===== config.mk =====
export PLATFORM = sky130hd
export DESIGN_NAME = afu_mmio_csr_router
export DESIGN_NICKNAME = d
export VERILOG_FILES = /design/src/rtl/afu_mmio_csr_router.sv
export SDC_FILE = /design/constraint.sdc
export NUM_CORES = 1
export LEC_CHECK = 0
export CAP_MARGIN = 20
export CORE_MARGIN = 1
export CORE_UTILIZATION = 41
export CTS_CLUSTER_SIZE = 20
export DETAILED_ROUTE_END_ITERATION = 7
export PLACE_DENSITY = 0.88
export SYNTH_ARGS = -nofsm -noshare
export SYNTH_HDL_FRONTEND = slang
export SYNTH_SLANG_ARGS = --single-unit

===== constraint.sdc =====
create_clock -name clk -period 6.5 [get_ports clk]
set_input_delay 1.3 -clock clk [delete_from_list [all_inputs] [get_ports clk]]
set_output_delay 1.3 -clock clk [all_outputs]
set_load 0.005 [all_outputs]

===== src/rtl/afu_mmio_csr_router.sv =====
// AFU MMIO CSR front end: local DFH/ID/ERROR/SCRATCH registers plus NUM_CH downstream 32-bit CSR windows; local read data 1 cycle after accept.
// waitrequest is held high while a downstream access is in flight; AFU_MMIO_CSR_TIMEOUT_EN adds a per-access downstream timeout.
module afu_mmio_csr_router #(
    parameter logic [127:0]         AFU_ID      = 128'h0,
    parameter int                   NUM_CH      = 2,
    parameter int                   CH_ADDR_W   = 16,
    parameter logic [NUM_CH*18-1:0] CH_BASE     = {18'h00C00, 18'h00400},
    parameter logic [NUM_CH*18-1:0] CH_SPAN     = {18'h00100, 18'h00600},
    parameter int                   TIMEOUT_CYC = 1023
) (
    input  logic                   clk,
    input  logic                   reset,
    input  logic [17:0]            avmm_address,
    input  logic [63:0]            avmm_writedata,
    input  logic [7:0]             avmm_byteenable,
    input  logic                   avmm_write,
    input  logic                   avmm_read,
    output logic                   avmm_waitrequest,
    output logic [63:0]            avmm_readdata,
    output logic                   avmm_readdatavalid,
    output logic [CH_ADDR_W-1:0]   ch_address,
    output logic [31:0]            ch_writedata,
    output logic [NUM_CH-1:0]      ch_write,
    output logic [NUM_CH-1:0]      ch_read,
    input  logic [NUM_CH*32-1:0]   ch_readdata,
    input  logic [NUM_CH-1:0]      ch_readdatavalid,
    input  logic [NUM_CH-1:0]      ch_waitrequest
);

    localparam int CH_IDX_W = (NUM_CH > 1) ? $clog2(NUM_CH) : 1;

    localparam logic [1:0] S_IDLE   = 2'd0;
    localparam logic [1:0] S_CH_REQ = 2'd1;
    localparam logic [1:0] S_CH_RSP = 2'd2;
    localparam logic [1:0] S_RESP   = 2'd3;

    localparam logic [17:0] A_DFH  = 18'h00000;
    localparam logic [17:0] A_IDL  = 18'h00002;
    localparam logic [17:0] A_IDH  = 18'h00004;
    localparam logic [17:0] A_RSVD = 18'h00006;
    localparam logic [17:0] A_ERR  = 18'h0000F;
    localparam logic [17:0] A_SCR  = 18'h00020;

    // DFH: feature type AFU in [63:60], end-of-list in bit 40.
    localparam logic [63:0] DFH_VAL = {4'h1, 19'h0, 1'b1, 40'h0};

    if (NUM_CH < 1 || NUM_CH > 8 || TIMEOUT_CYC < 1 || TIMEOUT_CYC > 1023) begin : g_bad_cfg
        $error("afu_mmio_csr_router: unsupported parameterisation");
    end

    logic [1:0]            r_state;
    logic [CH_IDX_W-1:0]   r_sel;
    logic                  r_op_rd;
    logic [CH_ADDR_W-1:0]  r_addr;
    logic [31:0]           r_wdata;
    logic                  r_waitreq;
    logic                  r_rdvalid;
    logic [63:0]           r_rddata;
    logic [63:0]           r_scratch;

    logic                  w_cmd;
    logic                  w_local;
    logic                  w_ch_hit;
    logic [CH_IDX_W-1:0]   w_ch_idx;
    logic [CH_ADDR_W-1:0]  w_ch_off;
    logic [63:0]           w_local_rdata;
    logic [NUM_CH-1:0]     w_error;
    logic                  w_tmo;
    logic [NUM_CH-1:0]     w_ch_read;
    logic [NUM_CH-1:0]     w_ch_write;

    assign w_cmd   = (r_state == S_IDLE) && !r_waitreq && (avmm_read || avmm_write);
    assign w_local = avmm_address inside {A_DFH, A_IDL, A_IDH, A_RSVD, A_ERR, A_SCR};

    // Scan from the top so the lowest matching window wins on overlap.
    always_comb begin
        w_ch_hit = 1'b0;
        w_ch_idx = '0;
        w_ch_off = '0;
        for (int i = NUM_CH - 1; i >= 0; i--) begin
            if (({1'b0, avmm_address} >= {1'b0, CH_BASE[i*18 +: 18]}) &&
                ({1'b0, avmm_address} < ({1'b0, CH_BASE[i*18 +: 18]} + {1'b0, CH_SPAN[i*18 +: 18]}))) begin
                w_ch_hit = 1'b1;
                w_ch_idx = CH_IDX_W'(i);
                w_ch_off = CH_ADDR_W'(avmm_address - CH_BASE[i*18 +: 18]);
            end
        end
    end

    always_comb begin
        w_local_rdata = 64'h0;
        case (avmm_address)
            A_DFH:   w_local_rdata = DFH_VAL;
            A_IDL:   w_local_rdata = AFU_ID[63:0];
            A_IDH:   w_local_rdata = AFU_ID[127:64];
            A_ERR:   w_local_rdata = {{(64-NUM_CH){1'b0}}, w_error};
            A_SCR:   w_local_rdata = r_scratch;
            default: w_local_rdata = 64'h0;
        endcase
    end

`ifdef AFU_MMIO_CSR_TIMEOUT_EN
    logic [9:0]        r_tmo_cnt;
    logic [NUM_CH-1:0] r_error;

    assign w_tmo   = ((r_state == S_CH_REQ) || (r_state == S_CH_RSP)) && (r_tmo_cnt == 10'(TIMEOUT_CYC));
    assign w_error = r_error;

    always_ff @(posedge clk or posedge reset) begin
        if (reset) begin
            r_tmo_cnt <= '0;
        end else if (w_cmd) begin
            r_tmo_cnt <= '0;
        end else if ((r_state == S_CH_REQ) || (r_state == S_CH_RSP)) begin
            r_tmo_cnt <= r_tmo_cnt + 10'd1;
        end
    end

    // Set and clear cannot collide: clears happen only in IDLE, sets only mid-access.
    always_ff @(posedge clk or posedge reset) begin
        if (reset) begin
            r_error <= '0;
        end else if (w_tmo) begin
            r_error[r_sel] <= 1'b1;
        end else if (w_cmd && avmm_write && !avmm_read && avmm_address == A_ERR) begin
            r_error <= r_error & ~avmm_writedata[NUM_CH-1:0];
        end
    end
`else
    assign w_tmo   = 1'b0;
    assign w_error = '0;
`endif

    always_ff @(posedge clk or posedge reset) begin
        if (reset) begin
            r_state   <= S_IDLE;
            r_sel     <= '0;
            r_op_rd   <= 1'b0;
            r_addr    <= '0;
            r_wdata   <= '0;
            r_waitreq <= 1'b0;
            r_rdvalid <= 1'b0;
            r_rddata  <= '0;
            r_scratch <= '0;
        end else begin
            r_rdvalid <= 1'b0;
            case (r_state)
                S_IDLE: begin
                    if (w_cmd) begin
                        if (w_ch_hit && !w_local) begin
                            r_sel     <= w_ch_idx;
                            r_op_rd   <= avmm_read;
                            r_addr    <= w_ch_off;
                            r_wdata   <= avmm_writedata[31:0];
                            r_waitreq <= 1'b1;
                            r_state   <= S_CH_REQ;
                        end else if (avmm_read) begin
                            r_rdvalid <= 1'b1;
                            r_rddata  <= w_local_rdata;
                        end else if (avmm_address == A_SCR) begin
                            for (int b = 0; b < 8; b++) begin
                                if (avmm_byteenable[b]) begin
                                    r_scratch[b*8 +: 8] <= avmm_writedata[b*8 +: 8];
                                end
                            end
                        end
                    end
                end
                S_CH_REQ: begin
                    if (w_tmo) begin
                        if (r_op_rd) begin
                            r_rddata  <= 64'hFFFF_FFFF_FFFF_FFFF;
                            r_rdvalid <= 1'b1;
                            r_state   <= S_RESP;
                        end else begin
                            r_waitreq <= 1'b0;
                            r_state   <= S_IDLE;
                        end
                    end else if (!ch_waitrequest[r_sel]) begin
                        if (r_op_rd) begin
                            r_state   <= S_CH_RSP;
                        end else begin
                            r_waitreq <= 1'b0;
                            r_state   <= S_IDLE;
                        end
                    end
                end
                S_CH_RSP: begin
                    if (w_tmo) begin
                        r_rddata  <= 64'hFFFF_FFFF_FFFF_FFFF;
                        r_rdvalid <= 1'b1;
                        r_state   <= S_RESP;
                    end else if (ch_readdatavalid[r_sel]) begin
                        r_rddata  <= {32'h0, ch_readdata[r_sel*32 +: 32]};
                        r_rdvalid <= 1'b1;
                        r_state   <= S_RESP;
                    end
                end
                default: begin
                    r_waitreq <= 1'b0;
                    r_state   <= S_IDLE;
                end
            endcase
        end
    end

    always_comb begin
        w_ch_read  = '0;
        w_ch_write = '0;
        if (r_state == S_CH_REQ) begin
            if (r_op_rd) begin
                w_ch_read[r_sel] = 1'b1;
            end else begin
                w_ch_write[r_sel] = 1'b1;
            end
        end
    end

    assign avmm_waitrequest   = r_waitreq;
    assign avmm_readdata      = r_rddata;
    assign avmm_readdatavalid = r_rdvalid;
    assign ch_address         = r_addr;
    assign ch_writedata       = r_wdata;
    assign ch_read            = w_ch_read;
    assign ch_write           = w_ch_write;

endmodule


# == Word level (Yosys, flattened, before mapping) ==
# Cells that the tools add are included.
# word_totals
out_inout_bits,118
register_bits,182
input_bits,162
wordCells,104
# op_classes
n_shift,1
add_sub_neg,2
reduce_logical,25
magnitude_cmp,6
n_mux,37
eq_ne,14
bitwise_logic,3
# ops
op,n
64-bit two-way mux,4
64-bit case mux with 2 select lines,2
64-bit by 7-bit indexed part select with 32-bit output,1
6-bit AND reduction,8
"18-bit by 3-bit equality test with 1-bit output, second input constant",2
"18-bit by 12-bit less-than comparator with 1-bit output, second input constant",2
16-bit two-way mux,2
"18-bit by 2-bit equality test with 1-bit output, second input constant",1
"18-bit by 4-bit equality test with 1-bit output, second input constant",1
"18-bit by 6-bit equality test with 1-bit output, second input constant",1
"18-bit by 11-bit greater-or-equal comparator with 1-bit output, second input constant",1
"18-bit by 12-bit greater-or-equal comparator with 1-bit output, second input constant",1
18-bit zero test,1
2-bit two-way mux,9
1-bit two-way mux,16
"16-bit by 11-bit subtractor with 16-bit output, second input constant",1
"16-bit by 12-bit subtractor with 16-bit output, second input constant",1
"2-bit inequality test, second input constant",6
5-bit AND reduction,2
1-bit logical AND,6
2-bit case mux with 3 select lines,1
6-bit nonzero test,1
4-bit AND reduction,1
1-bit inverter,3
other kinds (13),14

# == Longest topological paths before layout ==
# Gate-level depths: netlist of the first run.
# depth
word_depth,8
mapped_depth,9
mapped_depth_nobuf,7

# == Least setup slack after synthesis of the first run ==
# Ideal clock, no wire load.
# synth_timing
path_type,input-to-reg
from,in avmm_address[14]
to,"reg r_rddata[10], in the netlist avmm_readdata[10]"
t_required_ns,6.375
n_path_buf,2
cell_stages,7
path_slack_ns,3.215
setup_ns,0.125
t_arrival_ns,3.160
cell_sequence,or4_1 -> nor4_1 -> o211ai_1 -> o21bai_1 -> buf_2 -> buf_2 -> mux2_2
# synth_via
elab_chain_len,7
elab_cells_between_ends,24
cone_classes,4 x order compare; 6 x eq/ne; 7 x mux; 7 x reduce/logical
# synth_lines
element,line_no,source
start: declaration,13,"input logic [17:0] avmm_address,"
18-bit by 12-bit greater-or-equal comparator with 1-bit output or 18-bit by 12-bit less-than comparator with 1-bit output (tied branches),"81, 82",
1-bit logical AND,81,"if (({1'b0, avmm_address} >= {1'b0, CH_BASE[i*18 +: 18]}) &&"
1-bit two-way mux (2 in a row),81,
1-bit logical AND,150,if (w_ch_hit && !w_local) begin
2-bit inequality test (no line),--,
5-bit AND reduction (no line),--,
end signal: assignment,159,r_rddata <= w_local_rdata;
end signal: assignment,194,"r_rddata <= {32'h0, ch_readdata[r_sel*32 +: 32]};"
end: declaration,58,logic [63:0] r_rddata;
# Several ways; a longest one is shown, not always the timed one. The select of a mux whose other input is x is not followed.
# A chain may end at the register's enable or synchronous reset.

# == Final worst setup path of the first run ==
# layout_timing
from,in avmm_address[0]
to,reg r_scratch[56]
# layout_via
elab_chain_len,7
elab_cells_between_ends,19
cone_classes,4 x order compare; 5 x eq/ne; 2 x mux; 1 x bitwise; 7 x reduce/logical
# layout_lines
element,line_no,source
18-bit by 12-bit greater-or-equal comparator with 1-bit output or 18-bit by 12-bit less-than comparator with 1-bit output (tied branches),"81, 82",
1-bit logical AND,81,
1-bit two-way mux (2 in a row),81,
1-bit logical AND,150,
1-bit inverter (no line),--,
6-bit AND reduction (no line) (*),--,
end signal: indexed assignment,163,r_scratch[b*8 +: 8] <= avmm_writedata[b*8 +: 8];
end: declaration,59,logic [63:0] r_scratch;
# Every way passes the cells marked *; elsewhere a longest branch is shown, timed or not.

==> reports/qor.csv, run 1 <==
metric;value;unit
postSynthCellCount;536;
htree_levels;4;
tritoncts;built;
critPathKind;in -> reg;
cp-start-kind;input port;
setup_tns;0;ns
max_freq;249.9;MHz
grt_pass1_vias;6008;
final_antenna_net_count;0;
yosys-top-cells-area;dfrtp_1 59%, mux2_2 21%, mux2i_1 4.1%;
placementRows;49;
die-area;19440;um^2
gp_congestion;0.7765;
port_buffers;279;
postCtsSetupRepairBufs;0;
yosysSeqAreaShare;58.81;%
drt_iter0_drc;201;
synth_area;7744;um^2
min_to;avmm_readdata[59]$_DFFE_PP0P_;
cp_cell_sequence;clkdlybuf4s50_1 -> nor4_1 -> nand3_1 -> nor4_4 -> nand2_2 -> mux2_2;
synth_top_area_cell;dfrtp_1;
root_buffer;clkbuf_16;
met1_usage;26.93;%
avgSynthCellArea;14.45;um^2
rrSetupSlack;3.78;ns
grtUsageMet2;37.42;%
min_delay_path_depth;1;
finalCriticalPeriod;4.002;ns
tightest_slew;0.9622;ns
io_pins;280;
synth-edff-count;0;
hold_buffers;0;
die_x;139.4;um
worst_setup_path_end_kind;flip-flop;
cts_resized;0;
num_vias;5594;
grt_max_degree;94;
cp.arrival;4.31;ns
path_clk_slew;0.08;ns
seqCellArea;4556;um^2
peakVddDrop;0.1947;mV
cts_buffer_depth;2;
reg2reg_depth;7;
cts_sinks;182;
worstHoldStart;r_scratch[59]$_DFFE_PP0P_;
crit_path_top_delay_cell;nor4_4;
grt-busiest-layer;met2;
grtUsageMet3;7.743;%
final-instance-count-excl-fill;1056;
track_usage;22.39;%
ys.flop_type;dfrtp_1;
nFillCells;1423;
slowest_delay;0.87;ns
critPathBufInv;1;
drv_slew;0;
syn2layout_area_growth;47.18;%
clkLatencyLatePin;0.43;ns
worstPathRequired;6.81;ns
reg2reg_from;r_sel$_DFFE_PP0P_;
hold_viol;0;
drive_gt1_share;24.18;%
rsz0062_at_grt;no;
path_max_fanout;8;
multi_input_area;3073;um^2
yosysUniqueCellTypes;40;
cts_buffers;17;
fin_nets;982;
synth_nets;703;
final_cell_area;11400;um^2
place_inst;1023;
grt_pass1_wl;33.15;mm
wl_per_cell;19.88;um
min_period_over_period;61.56;%
hold_class;reg -> reg;
status;complete, no violations;
maxCapViolCount;0;
antenna_found_initial;0;
synth-seq-cells;182;
dp_hpwl;15.07;mm
dpl_cell_area;10790;um^2
overflow;0;
setup_viol;0;
routed_wl;21.00;mm
synthArstFlopShare;100.0;%
timing.slew.headroom;35.37;%
total_power;3.008;mW
drt_pass1_iterations;4;
ys_warn_count;0;
finalClockSkew;0.01506;ns
die_y;139.4;um
synth_top_area_share;58.81;%
core;18210;um^2
start_util;42.53;%
via_per_inst;5.297;
antenna_cells;0;
r2r_end;avmm_readdata[4]$_DFFE_PP0P_;
drcViolationCount;0;
p_leak;5.099;nW
power_density;264.0;nW/um^2
fin_util;62.59;%
cp_top_family;simple AND/OR/NAND/NOR gates;
[synthesized netlist by cell type, types with 4 or more instances]
| cell type | instances |
|---|---|
| dfrtp_1 | 182 |
| mux2i_1 | 32 |
| buf_1 | 5 |
| clkbuf_1 | 10 |
| ha_1 | 5 |
| o2bb2ai_1 | 34 |
| nand2_2 | 8 |
| nand2_1 | 6 |
| nor4_1 | 5 |
| mux2_2 | 146 |
| buf_2 | 11 |
| o21ai_0 | 6 |
| a22o_1 | 30 |
| inv_1 | 8 |
| nand3_1 | 4 |
| nor2_1 | 8 |
[layout by cell type, fill, tap and decap left out, drive strengths merged, types with 2 or more instances in the layout]
cell type	synthesis	layout
nand2b	2	2
o21ai	6	6
clkbuf	10	17
buf	16	7
clkdlybuf4s50	0	279
o21bai	3	3
nand4	2	2
and2	2	2
clkinvlp	0	2
inv	8	12
o2bb2ai	34	34
a21o	2	2
a22o	30	30
nor2b	2	2
nor3	4	4
or4	2	2
mux2	146	146
nor4	7	7
nand2	14	14
ha	5	5
o2111ai	2	2
mux2i	32	32
nor2	8	8
dfrtp	182	182
clkinv	0	8
and3	2	2
nand3	4	4
[cell type report]
cell class	count	area share [%]
clock buffer	17	3.733
multi-input combinational	320	26.96
inverter	8	0.3074
sequential	182	39.97
tap	229	2.514
timing repair buffer	286	25.25
clock inverter	14	1.262
[worst max-delay path by stage]
stage	from	to	slack [ns]	cells past startpoint
final	avmm_address[0]	r_scratch[56]$_DFFE_PP0P_	2.50	6
after global routing	avmm_address[0]	r_scratch[56]$_DFFE_PP0P_	2.25	6
after CTS	avmm_address[0]	r_scratch[56]$_DFFE_PP0P_	2.50	6
after detailed placement	avmm_address[14]	avmm_readdata[4]$_DFFE_PP0P_	2.06	7
after global placement	avmm_address[14]	avmm_readdata[6]$_DFFE_PP0P_	2.13	7
after floorplan	reset	avmm_readdata[0]$_DFFE_PP0P_	0.26	1
[through the flow]
stage / setup WS [ns] / hold WS, ns
finish: 2.498 / 0.4874
global route: 2.248 / 0.5105
CTS: 2.505 / 0.4870
detailed placement: 2.063 / 0.4737
global placement: 2.128 / 0.4665
floorplan: 0.2563 / 0.4604
[metal layers]
metal  wire length [um]  up-vias
met5                  0        -
met4                554        0
met3               1500       33
met2              10350      202
met1               8592     2795
li1                   -     2564
[registers in the layout, summed over array words and instances, names as in the netlist]
register,cells
avmm_readdata,64
r_state,2
r_scratch,64
avmm_readdatavalid,1
r_op_rd,1
r_sel,1
ch_writedata,32
avmm_waitrequest,1
ch_address,16
[power by group]
| part | switching, mW | total, mW | internal, mW |
|---|---|---|---|
| Clock | 0.479 | 0.986 | 0.507 |
| Sequential | 0.0604 | 1.29 | 1.23 |
| Combinational | 0.316 | 0.728 | 0.412 |
| Total | 0.856 | 3.01 | 2.15 |
[kinds of logic (layout without fill, tap and decap cells)]
group,after synthesis,after routing,share of synthesized area [%]
buffers and inverters,34,325,1.826
adders and majority gates,5,5,0.8079
muxes,178,178,25.37
and+or+nand+nor,52,52,4.039
AOI/OAI and AO/OA,85,85,9.146
DFF,182,182,58.81
No activity file was read; power rests on OpenSTA's default activity.
==> inputs of run 2 (changes only) <==
Clock period 6.5 ns to 3.2 ns, I/O delays scaled along.
==> reports/qor.csv, run 2 (synthesis gave the netlist of run 1 again) <==
metric;value;unit
status;complete, no violations;
drt_pass1_iterations;4;
wl_met1;8.163;mm
whs;0.4850;ns
start_util;42.53;%
worst_slack;0.3831;ns
hold_class;reg -> reg;
syn2layout_area_growth;49.81;%
cp.arrival;3.12;ns
fin_nets;997;
grt_pass1_vias;6089;
final_antenna_net_count;0;
power_density;547.8;nW/um^2
min_period_over_period;88.03;%
crit_path_top_delay_cell;or4_1;
dr.max_layer_used;met4;
port_buffers;279;
slowest_delay;0.61;ns
dpl_cell_area;10990;um^2
path_clk_slew;0.07;ns
die-area;19440;um^2
dp_hpwl;15.61;mm
wl_met2;10.52;mm
cp-start-kind;input port;
hold_viol;0;
gp_congestion;0.8251;
tightest_slew;0.5669;ns
worst_setup_path_end_kind;flip-flop;
overflow;0;
p_leak;5.214;nW
die_y;139.4;um
max_freq;355.0;MHz
maxCapViolCount;0;
track_usage;22.45;%
grt_max_degree;80;
grt_pass1_wl;33.31;mm
io_pins;280;
cts_buffers;17;
drcViolationCount;0;
die_x;139.4;um
peakVddDrop;0.3673;mV
wl_per_cell;19.61;um
rsz0062_at_grt;no;
nFillCells;1390;
cts_buffer_depth;2;
place_inst;1040;
antenna_found_initial;1;
num_vias;5672;
worstPathRequired;3.51;ns
finalClockSkew;0.01248;ns
clkLatencyLatePin;0.43;ns
final-instance-count-excl-fill;1073;
critPathKind;in -> reg;
final_common_cell;clkdlybuf4s50_1;
timing.slew.headroom;62.04;%
drv_slew;0;
via_per_inst;5.286;
core;18210;um^2
htree_levels;4;
drt_iter0_drc;246;
multi_input_area;3073;um^2
layout_common_cells;279 x clkdlybuf4s50_1, 181 x dfrtp_1, 146 x mux2_2, 34 x o2bb2ai_1, 32 x mux2i_1;
cts_sinks;182;
seqCellArea;4556;um^2
tritoncts;built;
met3_length;1.552;mm
routed_wl;21.04;mm
root_buffer;clkbuf_16;
setup_viol;0;
postCtsSetupRepairBufs;0;
hold_buffers;0;
finalCriticalPeriod;2.817;ns
final_cell_area;11600;um^2
placementRows;49;
dp_slack;-0.03377;ns
path_max_fanout;19;
cts_resized;0;
cp_cell_sequence;clkdlybuf4s50_1 -> or4_1 -> nor4_1 -> o211ai_1 -> nor3_4 -> buf_4 -> mux2_2;
drive_gt1_share;25.62;%
total_power;6.355;mW
## run 2: cell count changes in the layout (fill, tap and decap cells not counted), sizes merged
cell,previous run,this run
inv,12,16
diode,0,1
buf,7,22
bufinv,0,1
clkinv,8,4
## run 2: power breakdown
part	internal (mW)	switching (mW)
clock network	1.13	1.02
registers	2.51	0.129
logic	0.907	0.667
total	4.54	1.81
## run 2: metal layers
layer / vias to the layer above / track usage [%]
met5: - / 0
met4: 0 / 11.40
met3: 47 / 6.401
met2: 219 / 37.93
met1: 2824 / 26.09
li1: 2582 / -
## run 2: worst max-delay path: cells and delay by family
kind / cells / cell delay, ns
simple gates: 3 / 1.09
mux: 1 / 0.38
compound gates: 1 / 0.28
buf+inv: 2 / 0.72
## run 2: stage by stage
step / TNS (ns) / utilization [%]
2_1_floorplan: 0 / -
3_3_place_gp: 0 / 60.38
3_5_place_dp: -0.7655 / 60.38
4_1_cts: 0 / 63.70
5_1_grt: 0 / 63.71
6_report: 0 / 63.71
## run 2: path summary, 6_finish.rpt
path	from	end	slack [ns]	cells past startpoint
min reg2reg	r_scratch[50]$_DFFE_PP0P_	avmm_readdata[50]$_DFFE_PP0P_	0.48	1
min	r_scratch[50]$_DFFE_PP0P_	avmm_readdata[50]$_DFFE_PP0P_	0.48	1
max reg2reg	r_sel$_DFFE_PP0P_	avmm_readdata[29]$_DFFE_PP0P_	1.02	6
max in group asynchronous	reset	r_scratch[52]$_DFFE_PP0P_	1.89	3
max	avmm_address[14]	ch_writedata[15]$_DFFE_PP0P_	0.38	7
min in group asynchronous	reset	r_scratch[10]$_DFFE_PP0P_	0.57	2
## run 2: area by class of cell
| class | instances | area share, % |
|---|---|---|
| Antenna cell | 1 | 0.02157 |
| Inverter | 8 | 0.2912 |
| Sequential cell | 182 | 39.27 |
| Timing Repair Buffer | 301 | 26.25 |
| Clock buffer | 17 | 3.667 |
| Clock inverter | 15 | 1.542 |
| Multi-Input combinational cell | 320 | 26.49 |
| Tap cell | 229 | 2.470 |
